`src/rtl/instr_fetch_unit_if.sv`:
```
// Fetch-unit bus: PC control, instruction-memory request/ack, and decode handshake.
// IFU_ALIGN_CHECK_EN adds the fetch_misaligned status output.
interface instr_fetch_unit_if #(
  parameter int ADDR_W = 32,
  parameter int DATA_W = 32
);
  // Program counter side
  logic              fetch_en;
  logic [ADDR_W-1:0] pc;
  logic [ADDR_W-1:0] pc_next;
  logic              pc_write;
  // Instruction memory side
  logic [ADDR_W-1:0] imem_addr;
  logic              imem_req;
  logic              imem_ack;
  logic [DATA_W-1:0] imem_rdata;
  // Decode side
  logic [DATA_W-1:0] instr;
  logic [ADDR_W-1:0] instr_pc;
  logic              instr_valid;
  logic              if_ready;
  // Execute side
  logic              redirect;
  logic [ADDR_W-1:0] redirect_target;
`ifdef IFU_ALIGN_CHECK_EN
  logic              fetch_misaligned;
`endif

  modport master (
    input  fetch_en, pc, imem_ack, imem_rdata, if_ready, redirect, redirect_target,
`ifdef IFU_ALIGN_CHECK_EN
    output fetch_misaligned,
`endif
    output pc_next, pc_write, imem_addr, imem_req, instr, instr_pc, instr_valid
  );

  modport slave (
    output fetch_en, pc, imem_ack, imem_rdata, if_ready, redirect, redirect_target,
`ifdef IFU_ALIGN_CHECK_EN
    input  fetch_misaligned,
`endif
    input  pc_next, pc_write, imem_addr, imem_req, instr, instr_pc, instr_valid
  );
endinterface

```
`src/rtl/instr_fetch_unit.sv`:
```
// Instruction fetch unit: issues req/ack fetches at the current PC, buffers one
// instruction for decode, drives the PC update controls and applies redirects.
// Optional macro IFU_ALIGN_CHECK_EN: refuse fetches from PCs that are not a
// multiple of INSTR_BYTES and flag them on fetch_misaligned.
module instr_fetch_unit #(
  parameter int ADDR_W      = 32,
  parameter int DATA_W      = 32,
  parameter int INSTR_BYTES = 4
) (
  input logic               clk,
  input logic               reset_n,
  instr_fetch_unit_if.master bus
);

  typedef enum logic [1:0] {
    IDLE  = 2'd0,
    FETCH = 2'd1,
    VALID = 2'd2,
    DRAIN = 2'd3
  } state_t;

  state_t            state_q, state_d;
  logic              req_q, req_d;
  logic [ADDR_W-1:0] addr_q, addr_d;
  logic [DATA_W-1:0] instr_q, instr_d;
  logic [ADDR_W-1:0] instr_pc_q, instr_pc_d;
  logic              valid_q, valid_d;
  logic              pc_write_c;
  logic [ADDR_W-1:0] pc_next_c;
  logic              start_fetch;
  logic              pc_misaligned;

`ifdef IFU_ALIGN_CHECK_EN
  logic              misal_q, misal_d;
  assign pc_misaligned = (bus.pc % ADDR_W'(INSTR_BYTES)) != '0;
`else
  assign pc_misaligned = 1'b0;
`endif

  // Next-state, fetch bookkeeping and combinational PC controls
  always_comb begin
    state_d     = state_q;
    req_d       = req_q;
    addr_d      = addr_q;
    instr_d     = instr_q;
    instr_pc_d  = instr_pc_q;
    valid_d     = valid_q;
    pc_write_c  = 1'b0;
    pc_next_c   = bus.pc;
    start_fetch = 1'b0;
`ifdef IFU_ALIGN_CHECK_EN
    misal_d     = misal_q;
`endif

    case (state_q)
      IDLE: begin
        if (bus.redirect) begin
          pc_write_c = 1'b1;
          pc_next_c  = bus.redirect_target;
        end else if (bus.fetch_en) begin
          start_fetch = 1'b1;
        end
      end

      FETCH: begin
        if (bus.redirect) begin
          // Redirect wins over the sequential increment; a response arriving
          // now is dropped, otherwise the pending one is drained later.
          pc_write_c = 1'b1;
          pc_next_c  = bus.redirect_target;
          if (bus.imem_ack) begin
            req_d   = 1'b0;
            state_d = IDLE;
          end else begin
            state_d = DRAIN;
          end
        end else if (bus.imem_ack) begin
          instr_d    = bus.imem_rdata;
          instr_pc_d = addr_q;
          valid_d    = 1'b1;
          req_d      = 1'b0;
          pc_write_c = 1'b1;
          pc_next_c  = addr_q + ADDR_W'(INSTR_BYTES);
          state_d    = VALID;
        end
      end

      VALID: begin
        if (bus.redirect) begin
          // Buffered instruction is on the wrong path: squash it.
          pc_write_c = 1'b1;
          pc_next_c  = bus.redirect_target;
          valid_d    = 1'b0;
          state_d    = IDLE;
        end else if (bus.if_ready) begin
          valid_d = 1'b0;
          if (bus.fetch_en) begin
            start_fetch = 1'b1;
          end else begin
            state_d = IDLE;
          end
        end
      end

      DRAIN: begin
        if (bus.redirect) begin
          pc_write_c = 1'b1;
          pc_next_c  = bus.redirect_target;
        end
        // The stale response is consumed whenever it shows up; holding DRAIN
        // past it would leave req waiting for an ack that never comes.
        if (bus.imem_ack) begin
          req_d   = 1'b0;
          state_d = IDLE;
        end
      end

      default: begin
        state_d = IDLE;
      end
    endcase

    // Common entry into FETCH from IDLE or after a decode handshake
    if (start_fetch) begin
      if (pc_misaligned) begin
`ifdef IFU_ALIGN_CHECK_EN
        misal_d = 1'b1;
`endif
        state_d = IDLE;
      end else begin
        state_d = FETCH;
        req_d   = 1'b1;
        addr_d  = bus.pc;
      end
    end

`ifdef IFU_ALIGN_CHECK_EN
    if (bus.redirect) begin
      misal_d = 1'b0;
    end
`endif

    // PC controls are quiet while reset is held
    if (!reset_n) begin
      pc_write_c = 1'b0;
      pc_next_c  = '0;
    end
  end

  // State and buffered-instruction registers
  always_ff @(posedge clk or negedge reset_n) begin
    if (!reset_n) begin
      state_q    <= IDLE;
      req_q      <= 1'b0;
      addr_q     <= '0;
      instr_q    <= '0;
      instr_pc_q <= '0;
      valid_q    <= 1'b0;
    end else begin
      state_q    <= state_d;
      req_q      <= req_d;
      addr_q     <= addr_d;
      instr_q    <= instr_d;
      instr_pc_q <= instr_pc_d;
      valid_q    <= valid_d;
    end
  end

`ifdef IFU_ALIGN_CHECK_EN
  // Misaligned-fetch status flag
  always_ff @(posedge clk or negedge reset_n) begin
    if (!reset_n) begin
      misal_q <= 1'b0;
    end else begin
      misal_q <= misal_d;
    end
  end
  assign bus.fetch_misaligned = misal_q;
`endif

  assign bus.imem_req    = req_q;
  assign bus.imem_addr   = addr_q;
  assign bus.instr       = instr_q;
  assign bus.instr_pc    = instr_pc_q;
  assign bus.instr_valid = valid_q;
  assign bus.pc_write    = pc_write_c;
  assign bus.pc_next     = pc_next_c;

endmodule

```
`src/flat_wrapper.sv`:
```
// flat-port wrapper written by rule: the top's interface ports become plain ports
module instr_fetch_unit_flat 
#(
  parameter int ADDR_W      = 32,
  parameter int DATA_W      = 32,
  parameter int INSTR_BYTES = 4
)
  (clk, reset_n, bus_fetch_en, bus_pc, bus_imem_ack, bus_imem_rdata, bus_if_ready, bus_redirect, bus_redirect_target, bus_pc_next, bus_pc_write, bus_imem_addr, bus_imem_req, bus_instr, bus_instr_pc, bus_instr_valid);
  instr_fetch_unit_if #(.ADDR_W(ADDR_W), .DATA_W(DATA_W)) bus_i ();
  input logic clk;
  input logic reset_n;
  input wire logic [$bits(bus_i.fetch_en)-1:0] bus_fetch_en;
  input wire logic [$bits(bus_i.pc)-1:0] bus_pc;
  input wire logic [$bits(bus_i.imem_ack)-1:0] bus_imem_ack;
  input wire logic [$bits(bus_i.imem_rdata)-1:0] bus_imem_rdata;
  input wire logic [$bits(bus_i.if_ready)-1:0] bus_if_ready;
  input wire logic [$bits(bus_i.redirect)-1:0] bus_redirect;
  input wire logic [$bits(bus_i.redirect_target)-1:0] bus_redirect_target;
  output wire logic [$bits(bus_i.pc_next)-1:0] bus_pc_next;
  output wire logic [$bits(bus_i.pc_write)-1:0] bus_pc_write;
  output wire logic [$bits(bus_i.imem_addr)-1:0] bus_imem_addr;
  output wire logic [$bits(bus_i.imem_req)-1:0] bus_imem_req;
  output wire logic [$bits(bus_i.instr)-1:0] bus_instr;
  output wire logic [$bits(bus_i.instr_pc)-1:0] bus_instr_pc;
  output wire logic [$bits(bus_i.instr_valid)-1:0] bus_instr_valid;
  assign bus_i.fetch_en = bus_fetch_en;
  assign bus_i.pc = bus_pc;
  assign bus_i.imem_ack = bus_imem_ack;
  assign bus_i.imem_rdata = bus_imem_rdata;
  assign bus_i.if_ready = bus_if_ready;
  assign bus_i.redirect = bus_redirect;
  assign bus_i.redirect_target = bus_redirect_target;
  assign bus_pc_next = bus_i.pc_next;
  assign bus_pc_write = bus_i.pc_write;
  assign bus_imem_addr = bus_i.imem_addr;
  assign bus_imem_req = bus_i.imem_req;
  assign bus_instr = bus_i.instr;
  assign bus_instr_pc = bus_i.instr_pc;
  assign bus_instr_valid = bus_i.instr_valid;
  instr_fetch_unit #(.ADDR_W(ADDR_W), .DATA_W(DATA_W), .INSTR_BYTES(INSTR_BYTES)) u_core (.clk(clk), .reset_n(reset_n), .bus(bus_i));
endmodule
```
`config.mk`:
```
export PLATFORM = sky130hd
export DESIGN_NAME = instr_fetch_unit_flat
export DESIGN_NICKNAME = d
export VERILOG_FILES = /design/src/rtl/instr_fetch_unit_if.sv /design/src/rtl/instr_fetch_unit.sv /design/src/flat_wrapper.sv
export SDC_FILE = /design/constraint.sdc
export NUM_CORES = 1
export LEC_CHECK = 0
export ABC_CLOCK_PERIOD_IN_PS = 3900
export CORE_ASPECT_RATIO = 0.6
export CORE_MARGIN = 10
export CORE_UTILIZATION = 46
export CTS_BUF_LIST = sky130_fd_sc_hd__clkbuf_16
export CTS_CLUSTER_DIAMETER = 60
export DETAILED_ROUTE_END_ITERATION = 8
export PLACE_DENSITY = 0.86
export RECOVER_POWER = 100
export SKIP_CTS_REPAIR_TIMING = 1
export SLEW_MARGIN = 30
export SYNTH_ARGS = -nofsm -noshare
export SYNTH_HDL_FRONTEND = slang
export SYNTH_SLANG_ARGS = --single-unit
```
`constraint.sdc`:
```
create_clock -name clk -period 3.9 [get_ports clk]
set_input_delay 0.585 -clock clk [delete_from_list [all_inputs] [get_ports clk]]
set_output_delay 0.585 -clock clk [all_outputs]
set_load 0.03 [all_outputs]
```
==> summary.txt <==
Critical path
  • Startpoint Class: primary input
  • Worst EP arrival: 3.14 ns
  • Worst path bufs/invs: 3
  • Required @ worst endpoint: 3.31 ns
  • CP max FO: 12
  • CP Cell Sequence: dlygate4sd3_1, and3b_1, clkbuf_1, o21ai_0, a21oi_1, a21o_1, dlygate4sd3_1
  • Setup crit end kind: primary output
  • Max stage delay on crit path: 0.74 ns
  • Slowest CP cell: dlygate4sd3_1
  • Crit Path Class: in -> out
  • Top delay family on crit path: buffers and inverters
  • Most frequent CP cell: dlygate4sd3_1

Clock tree
  • CTS root buf: clkbuf_16
  • CTS sink count: 100
  • Clock insertion delay at the later pin of the skew report: 0.33 ns
  • H-tree depth: 3
  • Worst-case clock buffer depth: 2
  • TritonCTS clock tree: built
  • Inserted Clock Buffers: 9
  • Clk slew on worst S/H paths: 0.07 ns

Power and ir drop
  • Switching Power: 0.00216 W
  • Clock network fraction of total power: 16.7%
  • Internal power: 0.00271 W
  • Reg power frac: 35.7%
  • Combinational Power Share: 47.5%
  • P_leak: 3.61 nW
  • Switching fraction of total power: 44.4%
  • Overall Power: 0.00486 W
  • Peak VDD IR: 0.458 mV
  • PD cells: 623 mW/mm²

Die
  • Die area: 0.0161 mm²
  • Row count: 29
  • Chip Width: 157 µm
  • Die Span Y: 102 µm
  • Initial core utilization: 48.2%
  • Ports: 233
  • Core Region: 0.0108 mm²

Routing
  • Drt pass-1 iters: 5
  • Via Count: 5173
  • Drt wl/cell: 20.9 µm
  • Post-route ant nets: 0
  • Vias per cell: 5.47
  • Total Wirelength: 19800 µm
  • Post-route DRC: 0
  • Iteration-0 DRC Markers: 388

Final layout
  • Final core utilization: 72.4%
  • Most frequent cells in the layout: nand2_1, dlygate4sd3_1, clkdlybuf4s50_1
  • Layout cell share with drive strength beyond 1: 9.57%
  • Area delta synth->final: 50.4%
  • Final nets: 904
  • Design Area, Final: 0.00781 mm²
  • Commonest non-fill, non-tap cell in the layout: nand2_1

Synthesis
  • Post-synth top flop: dfrtp_1
  • Post-synth cell types: 49
  • Synthesized cell area: 0.00519 mm²
  • Share of the yosys chip area belonging to registers: 48.2%
  • Synth async-reset ratio: 100%
  • Post-synthesis cell count: 581
  • Post-synth EDFFs: 0
  • #FFs+latches synth: 100
  • Post-Syn Nets: 684
  • Syn Area/Cell: 8.93 µm²
  • Ys Warns: 0

GRT
  • Largest net degree at the start of global routing: 56
  • Vias in the first global route: 5422
  • GR Overflow Total: 0
  • Initial antenna violation count: 3
  • First-pass GRT wire length: 30200 µm
  • GRT Overall Usage: 23.7%

Placement
  • Placer Congestion: 0.923
  • PortBufs: 232
  • DP Area: 0.00767 mm²
  • Detailed Place HPWL: 15300 µm
  • Setup slack at placement: 0.423 ns

STA
  • Hold Vio Cnt, Final: 0
  • Slew @ Worst Pin: 2.07 ns
  • Worst Slack Setup Final: 0.176 ns
  • Final period util: 95.5%
  • Min Clock Period, post-route: 3.72 ns
  • Setup TNS: 0 ns
  • Final Skew: 0.0105 ns
  • F_max: 0.269 GHz
  • RSZ-0062 raised after global routing: no
  • Slew Viols, Final: 34
  • Rel. slew slack: -38.3%
  • Final setup viols: 0

Worst hold path
  • HP Class: in -> async

Job
  • Max cap viols: 1

Run status
  • Status: complete, but fails checks
  • Failing checks: max-capacitance violations, max-slew violations
routing by layer:
layer  routed length (µm)  vias up  GRT usage, %
li1                     -     2399             -
met1                 8140     2478          28.4
met2                 9190      276          39.4
met3                 2190       18          10.3
met4                  220        2          4.43
met5                   13        -             0
cell usage after synthesis (4+ instances only):
cell	n	area [µm²]
o21ai_0	23	115
a221oi_1	5	43.8
nor3_1	17	85.1
mux2i_1	5	50.1
nor4_1	5	31.3
a211oi_2	5	62.6
nand3_1	13	65.1
nand4_1	5	31.3
and3_1	12	75.1
nor2_1	10	37.5
dfrtp_1	100	2500
o21ai_1	4	20.0
xnor2_1	7	61.3
and2_1	5	31.3
xor2_1	16	140
nor3_2	4	40.0
a211oi_1	7	52.6
buf_2	16	80.1
nand2_1	218	818
clkbuf_1	19	71.3
nor2b_1	9	56.3
inv_1	6	22.5
a21oi_1	7	35.0
mux2_2	32	360
cell type report:
cell class              count  area, µm²
clock inverters             6       40.0
fillers                   793       2970
clock buffers               9        225
multi-input cells         439       2510
flip-flops and latches    100       2500
diodes                      2       5.00
inverters                   6       22.5
well taps                 139        174
repair buffers            245       2330
state kept, by name, indices dropped and copies added, names as in the netlist:
signal                  flops
u_core.bus.imem_addr       32
u_core.bus.imem_req         1
u_core.bus.instr           32
u_core.bus.instr_pc        32
u_core.bus.instr_valid      1
u_core.state_q              2
stage by stage:
step | cells | hold slack (ns)
2_1_floorplan | 581 | 0.289
3_3_place_gp | 929 | 0.456
3_5_place_dp | 929 | 0.463
4_1_cts | 944 | 0.118
5_1_grt | 945 | 0.123
6_report | 946 | 0.123
cells by family (layout without fill, tap and decap cells):
| logic type | Yosys count | in the layout | synth area share (%) |
|---|---|---|---|
| multiplexers | 37 | 37 | 7.91 |
| AND/OR/NAND/NOR | 311 | 311 | 27.3 |
| flip-flops | 100 | 100 | 48.2 |
| adder cells (fa/ha/maj) | 1 | 1 | 0.241 |
| other | 0 | 2 | 0 |
| AO/OA/AOI/OAI | 67 | 67 | 8.94 |
| XOR/XNOR | 23 | 23 | 3.88 |
| buffers and inverters | 42 | 266 | 3.57 |
power by group through the flow:
stage,clock network (W),registers (W),logic (W)
global route,0.000871,0.00179,0.00245
detailed placement,0,0.00177,0.00249
floorplan,0,0.00243,0.000592
finish,0.000814,0.00174,0.00231
global placement,0,0.00174,0.00245
CTS,0.000828,0.00175,0.00250
path summary, 6_finish.rpt:
| path | start | end | slack [ns] | depth (start not counted) |
|---|---|---|---|---|
| max | bus_imem_ack | bus_pc_next[8] | 0.18 | 7 |
| min in group clk | u_core.bus.instr_pc[15]$_DFFE_PN0P_ | u_core.bus.instr_pc[15]$_DFFE_PN0P_ | 0.47 | 2 |
| max in group asynchronous | reset_n | u_core.bus.instr_pc[10]$_DFFE_PN0P_ | 2.04 | 3 |
| max reg2reg | u_core.state_q[1]$_DFFE_PN0P_ | u_core.bus.imem_addr[23]$_DFFE_PN0P_ | 1.05 | 4 |
| min reg2reg | u_core.bus.instr_pc[15]$_DFFE_PN0P_ | u_core.bus.instr_pc[15]$_DFFE_PN0P_ | 0.47 | 2 |
| min | reset_n | u_core.state_q[0]$_DFFE_PN0P_ | 0.12 | 1 |
Note: power is estimated with default switching activity, not from simulation.
==> RTL edit (same flow settings) <==
`DATA_W` is set to 32 in 3 places; all go to 28.
--- a/src/rtl/instr_fetch_unit_if.sv
+++ b/src/rtl/instr_fetch_unit_if.sv
@@ -2,7 +2,7 @@
 // IFU_ALIGN_CHECK_EN adds the fetch_misaligned status output.
 interface instr_fetch_unit_if #(
   parameter int ADDR_W = 32,
-  parameter int DATA_W = 32
+  parameter int DATA_W = 28
 );
   // Program counter side
   logic              fetch_en;
--- a/src/rtl/instr_fetch_unit.sv
+++ b/src/rtl/instr_fetch_unit.sv
@@ -4,7 +4,7 @@
 // multiple of INSTR_BYTES and flag them on fetch_misaligned.
 module instr_fetch_unit #(
   parameter int ADDR_W      = 32,
-  parameter int DATA_W      = 32,
+  parameter int DATA_W      = 28,
   parameter int INSTR_BYTES = 4
 ) (
   input logic               clk,
--- a/src/flat_wrapper.sv
+++ b/src/flat_wrapper.sv
@@ -2,7 +2,7 @@
 module instr_fetch_unit_flat 
 #(
   parameter int ADDR_W      = 32,
-  parameter int DATA_W      = 32,
+  parameter int DATA_W      = 28,
   parameter int INSTR_BYTES = 4
 )
   (clk, reset_n, bus_fetch_en, bus_pc, bus_imem_ack, bus_imem_rdata, bus_if_ready, bus_redirect, bus_redirect_target, bus_pc_next, bus_pc_write, bus_imem_addr, bus_imem_req, bus_instr, bus_instr_pc, bus_instr_valid);
Ports: changed (resized bus_imem_rdata and bus_instr); port bits go from 233 to 225. The function was not compared with the original's and may differ.
==> RTL edit against the original RTL <==
The flow still finishes with violations (max-capacitance violations, max-slew violations). Count of clock-buffer cells in the layout unchanged. Worst setup slack better by 150 ps. Final area shrank 4.9%. Critical path depth stayed put. Wire length shrank 16%. Total power up 2.4%. Sequential cell count is 4 lower. Area after synthesis down 6.2%. Largest power group unchanged.
==> RTL edit: results (changes against the original RTL) <==
| Metric | Value |
|---|---|
| CTS clk-pin slew, worst paths | `60 ps` |
| Largest net degree at the start of global routing | `62 (+11%)` |
| Post-synth top cells | `dfrtp_1 (96), mux2_2 (92), nand2_1 (26), xor2_1 (23), o21ai_0 (17)` |
| Placed instance count | `761 (-18%)` |
| YS warnings | `0 (unchanged)` |
| Vias after detailed routing | `4,226 (-18%)` |
| Worst min path class | `input pin to async pin` |
| Root Driver | `clkbuf_16` |
| Clock buffer depth | `2 (unchanged)` |
| Total power per unit cell area | `671 nW/um^2 (+7.7%)` |
| Register area share after synthesis | `49.3% (+1.1 points)` |
| N_diodes | `0 (-2)` |
| Leakage | `3.05 nW (-15%)` |
| Pins over their slew limit | `33 (-2.9%)` |
| Crit path max fanout | `18 (+6)` |
| Synth Instances | `419 (-28%)` |
| Slew headroom | `-25.5% (+13 points)` |
| Failing checks | `max-capacitance violations, max-slew violations` |
| CP required | `3310 ps (about the same)` |
| Vias in the first global route | `4,454 (-18%)` |
| First-pass GRT wire length | `26,100 um (-13%)` |
| Num CTS Buffers | `9 (unchanged)` |
| Crit. Startpoint | `bus_imem_ack` |
| Initial antenna violation count | `0 (-3)` |
| Most used DFF post-synth | `dfrtp_1` |
| Share of cells above drive strength 1 | `20.9% (+11 points)` |
| DP HPWL | `12,800 um (-16%)` |
| Latest clock arrival within the worst-skew pair | `around 340 ps` |
| IO buf count | `224 (-3.4%)` |
| Unique masters post-synth | `38 (-22%)` |
| Post-Syn Nets | `518 (-24%)` |
| Routability cong. | `0.891 (-3.5%)` |
| DR WL/cell | `21.3 um (+2.2%)` |
| Maximum vdd drop | `534 uV (+17%)` |
| Pint | `2.93 mW (+8.1%)` |
| H-tree level count | `3 (unchanged)` |
| Skew final | `7.69 ps (-2.80 ps)` |
| GR Util All Layers | `21.2% (-2.5 points)` |
| DR pass1 iterations | `5 (unchanged)` |
| Largest cells by area after synthesis | `dfrtp_1 (49%), mux2_2 (21%), xor2_1 (4.1%), nand2_1 (2.0%), o21ai_0 (1.7%)` |
| Async SR Flop Fraction | `100% (unchanged)` |
| Status | `finished, violations left` |
| Seq pwr | `1.70 mW (-2%)` |
| Initial DRC Count | `226 (-42%)` |
| R2R Path Start | `u_core.state_q[1]` |
| Routed vias/inst | `5.44 (-0.54%)` |
| NumNets Final | `736 (-19%)` |
| Max-cap check violation count | `1 (unchanged)` |
| Clock group share of total power | `19.0% (+2.3 points)` |
RTL edit: path summary, 6_finish.rpt:
kind / slack (ps) / end / cells after the start
max reg2reg: 1090 / u_core.bus.instr_pc[8] / 5
max: 330 / bus_pc_next[29] / 7
max in group asynchronous: 1800 / u_core.bus.instr_pc[25] / 2
min: 240 / u_core.bus.imem_addr[9] / 1
min in group clk: 470 / u_core.bus.imem_req / 2
min reg2reg: 470 / u_core.bus.imem_req / 2
RTL edit: cell families after synthesis:
kind of cell,after synthesis,share of synthesized area (%)
xor gates and xnor gates,29,5.21
adders and majority gates,1,0.257
DFF,96,49.3
and+or+nand+nor,109,12.2
muxes,93,21.5
AOI/OAI and AO/OA,59,8.71
buffers and inverters,32,2.80
RTL edit: per-layer routing:
layer,GRT usage (%),wire [um],share of wire (%)
met4,5.11,195,1.2
met5,0,0,0
met3,8.69,1540,9.3
met1,26.0,6970,42
met2,34.1,7880,48
RTL edit: stage by stage:
stage	utilization [%]	setup WS [ps]	instance area, um^2	hold slack [ps]
floorplan	-	1010	4870	289
global placement	71.5	723	7220	470
detailed placement	71.5	689	7220	471
CTS	74.7	467	7540	240
global route	73.6	196	7430	261
finish	73.6	327	7430	239
RTL edit: critical path: stages:
cell	delay (ps)
dlygate4sd3_1	620
nand2_1	100
nor2_1	90
clkbuf_1	740
nor3_1	100
a211oi_1	230
clkdlybuf4s25_1	510
RTL edit: final cells by class:
class                      count  area (um^2)
clock buffer                   9          225
timing repair buffer         233         2180
fill                         709         2660
inverter                       6         22.5
clock inverter                 7         95.1
multi-input combinational    291         2330
tap                          135          169
sequential                    96         2400
